`src/rtl/game_pkg.sv`:
```
// Shared types and constants for the adventure game front end.
// Direction and arbiter encodings plus one-hot helpers.
package game_pkg;

  localparam int SYNC_STAGES = 2;

  typedef enum logic [1:0] {
    DIR_N = 2'd0,
    DIR_S = 2'd1,
    DIR_E = 2'd2,
    DIR_W = 2'd3
  } dir_e;

  typedef enum logic {
    IDLE = 1'b0,
    HELD = 1'b1
  } arb_state_e;

  // Fixed priority N > S > E > W; bit i of r is direction i.
  function automatic dir_e pick_dir(logic [3:0] r);
    dir_e d;
    d = DIR_W;
    priority case (1'b1)
      r[0]: d = DIR_N;
      r[1]: d = DIR_S;
      r[2]: d = DIR_E;
      default: d = DIR_W;
    endcase
    return d;
  endfunction

  function automatic logic [3:0] dir_onehot(dir_e d);
    return 4'b0001 << d;
  endfunction

endpackage

```
`src/rtl/button_debounce.sv`:
```
// One button: 2-flop synchroniser, debounce counter, stable level.
// Emits the stable level and a one-cycle rising-edge strobe.
module button_debounce
  import game_pkg::*;
#(
  parameter int DEBOUNCE_CYCLES = 4
) (
  input  logic clk,
  input  logic reset,
  input  logic btn,
  output logic stable,
  output logic rise
);

  localparam int CW = $clog2(DEBOUNCE_CYCLES);

  logic [SYNC_STAGES-1:0] sync;
  logic [CW-1:0]          cnt;
  logic                   stable_q;
  logic                   lvl;

  assign lvl  = sync[SYNC_STAGES-1];
  assign rise = stable & ~stable_q;

  // Bring the raw button into the clock domain.
  always_ff @(posedge clk) begin
    if (reset) sync <= '0;
    else       sync <= {sync[SYNC_STAGES-2:0], btn};
  end

  // Accept a new level only after it persists DEBOUNCE_CYCLES cycles.
  always_ff @(posedge clk) begin
    if (reset) begin
      cnt    <= '0;
      stable <= 1'b0;
    end else if (lvl == stable) begin
      cnt <= '0;
    end else if (cnt == CW'(DEBOUNCE_CYCLES - 1)) begin
      cnt    <= '0;
      stable <= lvl;
    end else begin
      cnt <= cnt + 1'b1;
    end
  end

  // Delayed copy of the stable level for edge detection.
  always_ff @(posedge clk) begin
    if (reset) stable_q <= 1'b0;
    else       stable_q <= stable;
  end

endmodule

```
`src/rtl/dir_input_conditioner.sv`:
```
// Buttons -> debounced, arbitrated one-cycle n/s/e/w move pulses.
// Optional auto-repeat while held: define REPEAT_EN.
module dir_input_conditioner
  import game_pkg::*;
#(
  parameter int DEBOUNCE_CYCLES = 4,
  parameter int REPEAT_DELAY    = 16,
  parameter int REPEAT_PERIOD   = 8
) (
  input  logic clk,
  input  logic reset,
  input  logic btn_n,
  input  logic btn_s,
  input  logic btn_e,
  input  logic btn_w,
  input  logic enable,
  output logic n,
  output logic s,
  output logic e,
  output logic w
);

  logic [3:0] btn;
  logic [3:0] stable;
  logic [3:0] rise;
  logic [3:0] pulse_d;

  arb_state_e state_q, state_d;

  assign btn = {btn_w, btn_e, btn_s, btn_n};

  for (genvar i = 0; i < 4; i++) begin : g_btn
    button_debounce #(
      .DEBOUNCE_CYCLES(DEBOUNCE_CYCLES)
    ) u_db (
      .clk   (clk),
      .reset (reset),
      .btn   (btn[i]),
      .stable(stable[i]),
      .rise  (rise[i])
    );
  end

`ifdef REPEAT_EN
  localparam int RMAX = (REPEAT_DELAY > REPEAT_PERIOD) ?
                        REPEAT_DELAY : REPEAT_PERIOD;
  localparam int RW   = $clog2(RMAX + 1);

  dir_e          dir_q, dir_d;
  logic [RW-1:0] rcnt_q, rcnt_d;
  logic          rphase_q, rphase_d;
  logic          rstop_q, rstop_d;
  logic [RW-1:0] rlim;

  // First repeat waits REPEAT_DELAY, later ones REPEAT_PERIOD.
  assign rlim = rphase_q ? RW'(REPEAT_PERIOD - 1) :
                           RW'(REPEAT_DELAY - 1);

  // Latched winner and repeat timing state.
  always_ff @(posedge clk) begin
    if (reset) begin
      dir_q    <= DIR_N;
      rcnt_q   <= '0;
      rphase_q <= 1'b0;
      rstop_q  <= 1'b0;
    end else begin
      dir_q    <= dir_d;
      rcnt_q   <= rcnt_d;
      rphase_q <= rphase_d;
      rstop_q  <= rstop_d;
    end
  end
`endif

  // Arbiter state register.
  always_ff @(posedge clk) begin
    if (reset) state_q <= IDLE;
    else       state_q <= state_d;
  end

  // Next state, winner selection and pulse generation.
  always_comb begin
    state_d = state_q;
    pulse_d = '0;
`ifdef REPEAT_EN
    dir_d    = dir_q;
    rcnt_d   = rcnt_q;
    rphase_d = rphase_q;
    rstop_d  = rstop_q;
`endif
    unique case (state_q)
      IDLE: begin
        if (|rise) begin
          state_d = HELD;
          pulse_d = dir_onehot(pick_dir(rise));
`ifdef REPEAT_EN
          dir_d    = pick_dir(rise);
          rcnt_d   = '0;
          rphase_d = 1'b0;
          rstop_d  = 1'b0;
`endif
        end
      end
      HELD: begin
        if (stable == 4'b0000) begin
          state_d = IDLE;
        end
`ifdef REPEAT_EN
        // Once the latched button lets go, repeats stay off.
        if (!rstop_q) begin
          if (!stable[dir_q]) begin
            rstop_d = 1'b1;
          end else if (rcnt_q == rlim) begin
            pulse_d  = dir_onehot(dir_q);
            rcnt_d   = '0;
            rphase_d = 1'b1;
          end else begin
            rcnt_d = rcnt_q + 1'b1;
          end
        end
`endif
      end
      default: state_d = IDLE;
    endcase
    pulse_d = pulse_d & {4{enable}};
  end

  // Registered move pulses.
  always_ff @(posedge clk) begin
    if (reset) begin
      n <= 1'b0;
      s <= 1'b0;
      e <= 1'b0;
      w <= 1'b0;
    end else begin
      n <= pulse_d[0];
      s <= pulse_d[1];
      e <= pulse_d[2];
      w <= pulse_d[3];
    end
  end

endmodule
```
`config.mk`:
```
export PLATFORM = sky130hd
export DESIGN_NAME = dir_input_conditioner
export DESIGN_NICKNAME = d
export VERILOG_FILES = /design/src/rtl/game_pkg.sv /design/src/rtl/button_debounce.sv /design/src/rtl/dir_input_conditioner.sv
export SDC_FILE = /design/constraint.sdc
export NUM_CORES = 1
export LEC_CHECK = 0
export ABC_AREA = 1
export BUFFER_PORTS_ARGS = -buffer_cell sky130_fd_sc_hd__buf_4
export CORE_MARGIN = 5
export CORE_UTILIZATION = 46
export CTS_BUF_LIST = sky130_fd_sc_hd__clkbuf_8
export DETAILED_ROUTE_END_ITERATION = 10
export GPL_ROUTABILITY_DRIVEN = 0
export HOLD_SLACK_MARGIN = 0.02
export PLACE_DENSITY_LB_ADDON = 0.3
export SLEW_MARGIN = 20
export SYNTH_ARGS = -nofsm -noshare
export SYNTH_HDL_FRONTEND = slang
export SYNTH_SLANG_ARGS = --single-unit
```
`constraint.sdc`:
```
create_clock -name clk -period 1.1 [get_ports clk]
set_input_delay 0.11 -clock clk [delete_from_list [all_inputs] [get_ports clk]]
set_output_delay 0.11 -clock clk [all_outputs]
set_load 0.05 [all_outputs]
```
==> flow_summary.toml <==
[pwr]
p_per_area_nw_per_um2 = 1616
leakagePower_nw = 0.5387
ir_drop_v = 0.001236

[cts]
cts.clk_slew.worst_paths_ns = 0.05
cts_buffers = 5
cts-root-buf = "clkbuf_8"
cts.sinks = 29
cts.path.max_buffers = 2
cts_hold_buf = 0
htreeDepth = 2
clock_latency_ns = 0.27
cts_tree = "built"
cts-resized-gates = 0
cts_setup_buffers = 0

[sta]
max_freq_mhz = 1146
maxSlewViolCount = 0
fin_crit_ns = 0.8729
hold-worst-slack_ns = 0.04246
slew_headroom_pct = 85.35
hold_viol = 0
worst-slew-pin-transition_ns = 0.2187
fin_crit_sh_pct = 79.35
finalSetupTns_ns = 0
finClkSkew_ns = 0.003638
setup_viol = 0
rsz0062_at_grt = "no"

[route]
avgRoutedWirePerCell_um = 8.775
drt_iter0_markers = 12
viasPerCell = 4.350
drt-total-wl_um = 1404
ant_nets = 0
drc = 0
num_vias = 696
first_pass_iters = 4

[placement]
dpl.cell_count = 153
place_area_sq_um = 1127
dp.final_hpwl_um = 1014
io_buffers = 10

[global_route]
antenna_found_initial = 0
grt_pass1_wl_um = 2711
grt_max_degree = 18
grt_overflow = 0
grt_usage_pct = 10.95
grt_pass1_vias = 708

[status]
outcome = "finished clean"

[worst_setup_path]
cp_max_fo = 1
cp-end-kind = "output port"
critPathRequiredTime_ns = 0.99
cp_top_family = "flip-flops"
path_cells = "buf_4"
r2r_cells = 5
cp.arrival_ns = 0.76
cp_slowest_cell = "dfxtp_1"
critPathMaxStageDelay_ns = 0.31
r2r-end = "e"
r2r_start = "g_btn[0].u_db.stable"
cp.buffers_inverters = 1
r2r_slack_ns = 0.23
crit_type = "flip-flop to output port"
worstSetupStartpointType = "flip-flop"

[die]
std_cell_rows = 17
die_y_um = 57.40
io_pins = 11
core_area_sq_um = 2170
chipWidth_um = 57.40
dieArea_sq_um = 3295
initial_core_util_pct = 47.64

[synth]
avgSynthCellArea_sq_um = 8.833
syn_area_sq_um = 1033
ys_seq_elements = 29
syn_nets = 128
ys_seq_area_share_pct = 56.17
yosysWarnings = 0
synthDistinctLibCells = 17
syn_inst = 117

[worst_hold_path]
worstHoldEndpoint = "g_btn[2].u_db.sync[0]"
hold_class = "input pin to flip-flop"
worstHoldStart = "btn_e"
hold_depth = 3

[finish]
final_util_pct = 55.94
final_common_cell = "dfxtp_1"
area_delta_synth_final_pct = 17.43
num-fill-cells = 210
fin_area_sq_um = 1214
drive_above_1_share_pct = 16.67
diodes = 0
final_cell_mix = "dfxtp_1, inv_1, nor2_1"
nets = 143
layoutNonFillerInstCount = 160

[flow_run]
cap_violations = 0
-- cell families (layout without fill, tap and decap cells) --
family	after synthesis	after routing	share of synthesized area [%]
AND/OR/NAND/NOR	37	37	17.56
buffers and inverters	30	45	12.23
flip-flops	29	29	56.17
AO/OA/AOI/OAI	17	17	9.201
adder cells (fa/ha/maj)	4	4	4.843
-- area by class of cell --
| class | instances | area [sq um] | share of cell area, % |
|---|---|---|---|
| Sequential cell | 29 | 580.6 | 47.84 |
| Multi-Input combinational cell | 58 | 326.6 | 26.91 |
| Inverter | 28 | 110.1 | 9.072 |
| Clock buffer | 6 | 82.58 | 6.804 |
| Timing Repair Buffer | 10 | 75.07 | 6.186 |
| Tap cell | 28 | 35.03 | 2.887 |
| Clock inverter | 1 | 3.754 | 0.3093 |
-- per-layer routing --
metal | vias up | wire length [um] | global-route usage, %
met3 | 2 | 118 | 6.561
met2 | 18 | 642 | 17.90
met5 | - | 0 | 0
met4 | 0 | 16 | 4.967
li1 | 381 | - | -
met1 | 295 | 627 | 11.13
-- cells in the mapped netlist --
library cell,number,share of area [%]
dfxtp_1,29,56
inv_1,27,9.8
nor2_1,24,8.7
a21oi_1,9,4.4
nand2_1,6,2.2
ha_1,4,4.8
o211ai_1,4,2.9
o21ai_0,4,1.9
nor2_2,2,1.2
buf_2,1,0.48
buf_6,1,1.1
clkinv_4,1,0.85
nand2_2,1,0.61
nand3_1,1,0.48
nand3_4,1,1.7
nand3b_4,1,1.9
nor3b_1,1,0.73
-- power by group --
group	internal, mW	switching (mW)
Sequential	1.07	0.00764
Clock	0.485	0.335
Combinational	0.0310	0.0341
-- state kept, by name, indices dropped and copies added, names as in the netlist --
name,flops
g_btn.u_db.cnt,8
n,1
e,1
g_btn.u_db.sync,8
w,1
g_btn.u_db.stable_q,4
s,1
g_btn.u_db.stable,4
state_q,1
-- how the worst max path moves through the flow --
stage / startpoint / cells after the start / slack, ns / endpoint
after floorplan: g_btn[0].u_db.stable / 5 / 0.32 / e
after global placement: g_btn[0].u_db.stable / 5 / 0.24 / e
after detailed placement: g_btn[0].u_db.stable / 5 / 0.23 / e
after CTS: e / 1 / 0.21 / e
after global routing: g_btn[0].u_db.stable / 5 / 0.11 / e
final: e / 1 / 0.23 / e
-- stage by stage --
step,power [mW],worst slack (ns)
3_3_place_gp,1.164,0.2399
5_1_grt,2.061,0.1091
3_5_place_dp,1.166,0.2266
6_report,1.962,0.2271
4_1_cts,1.993,0.2072
2_1_floorplan,1.144,0.3151
Note: power is estimated with default switching activity, not from simulation.
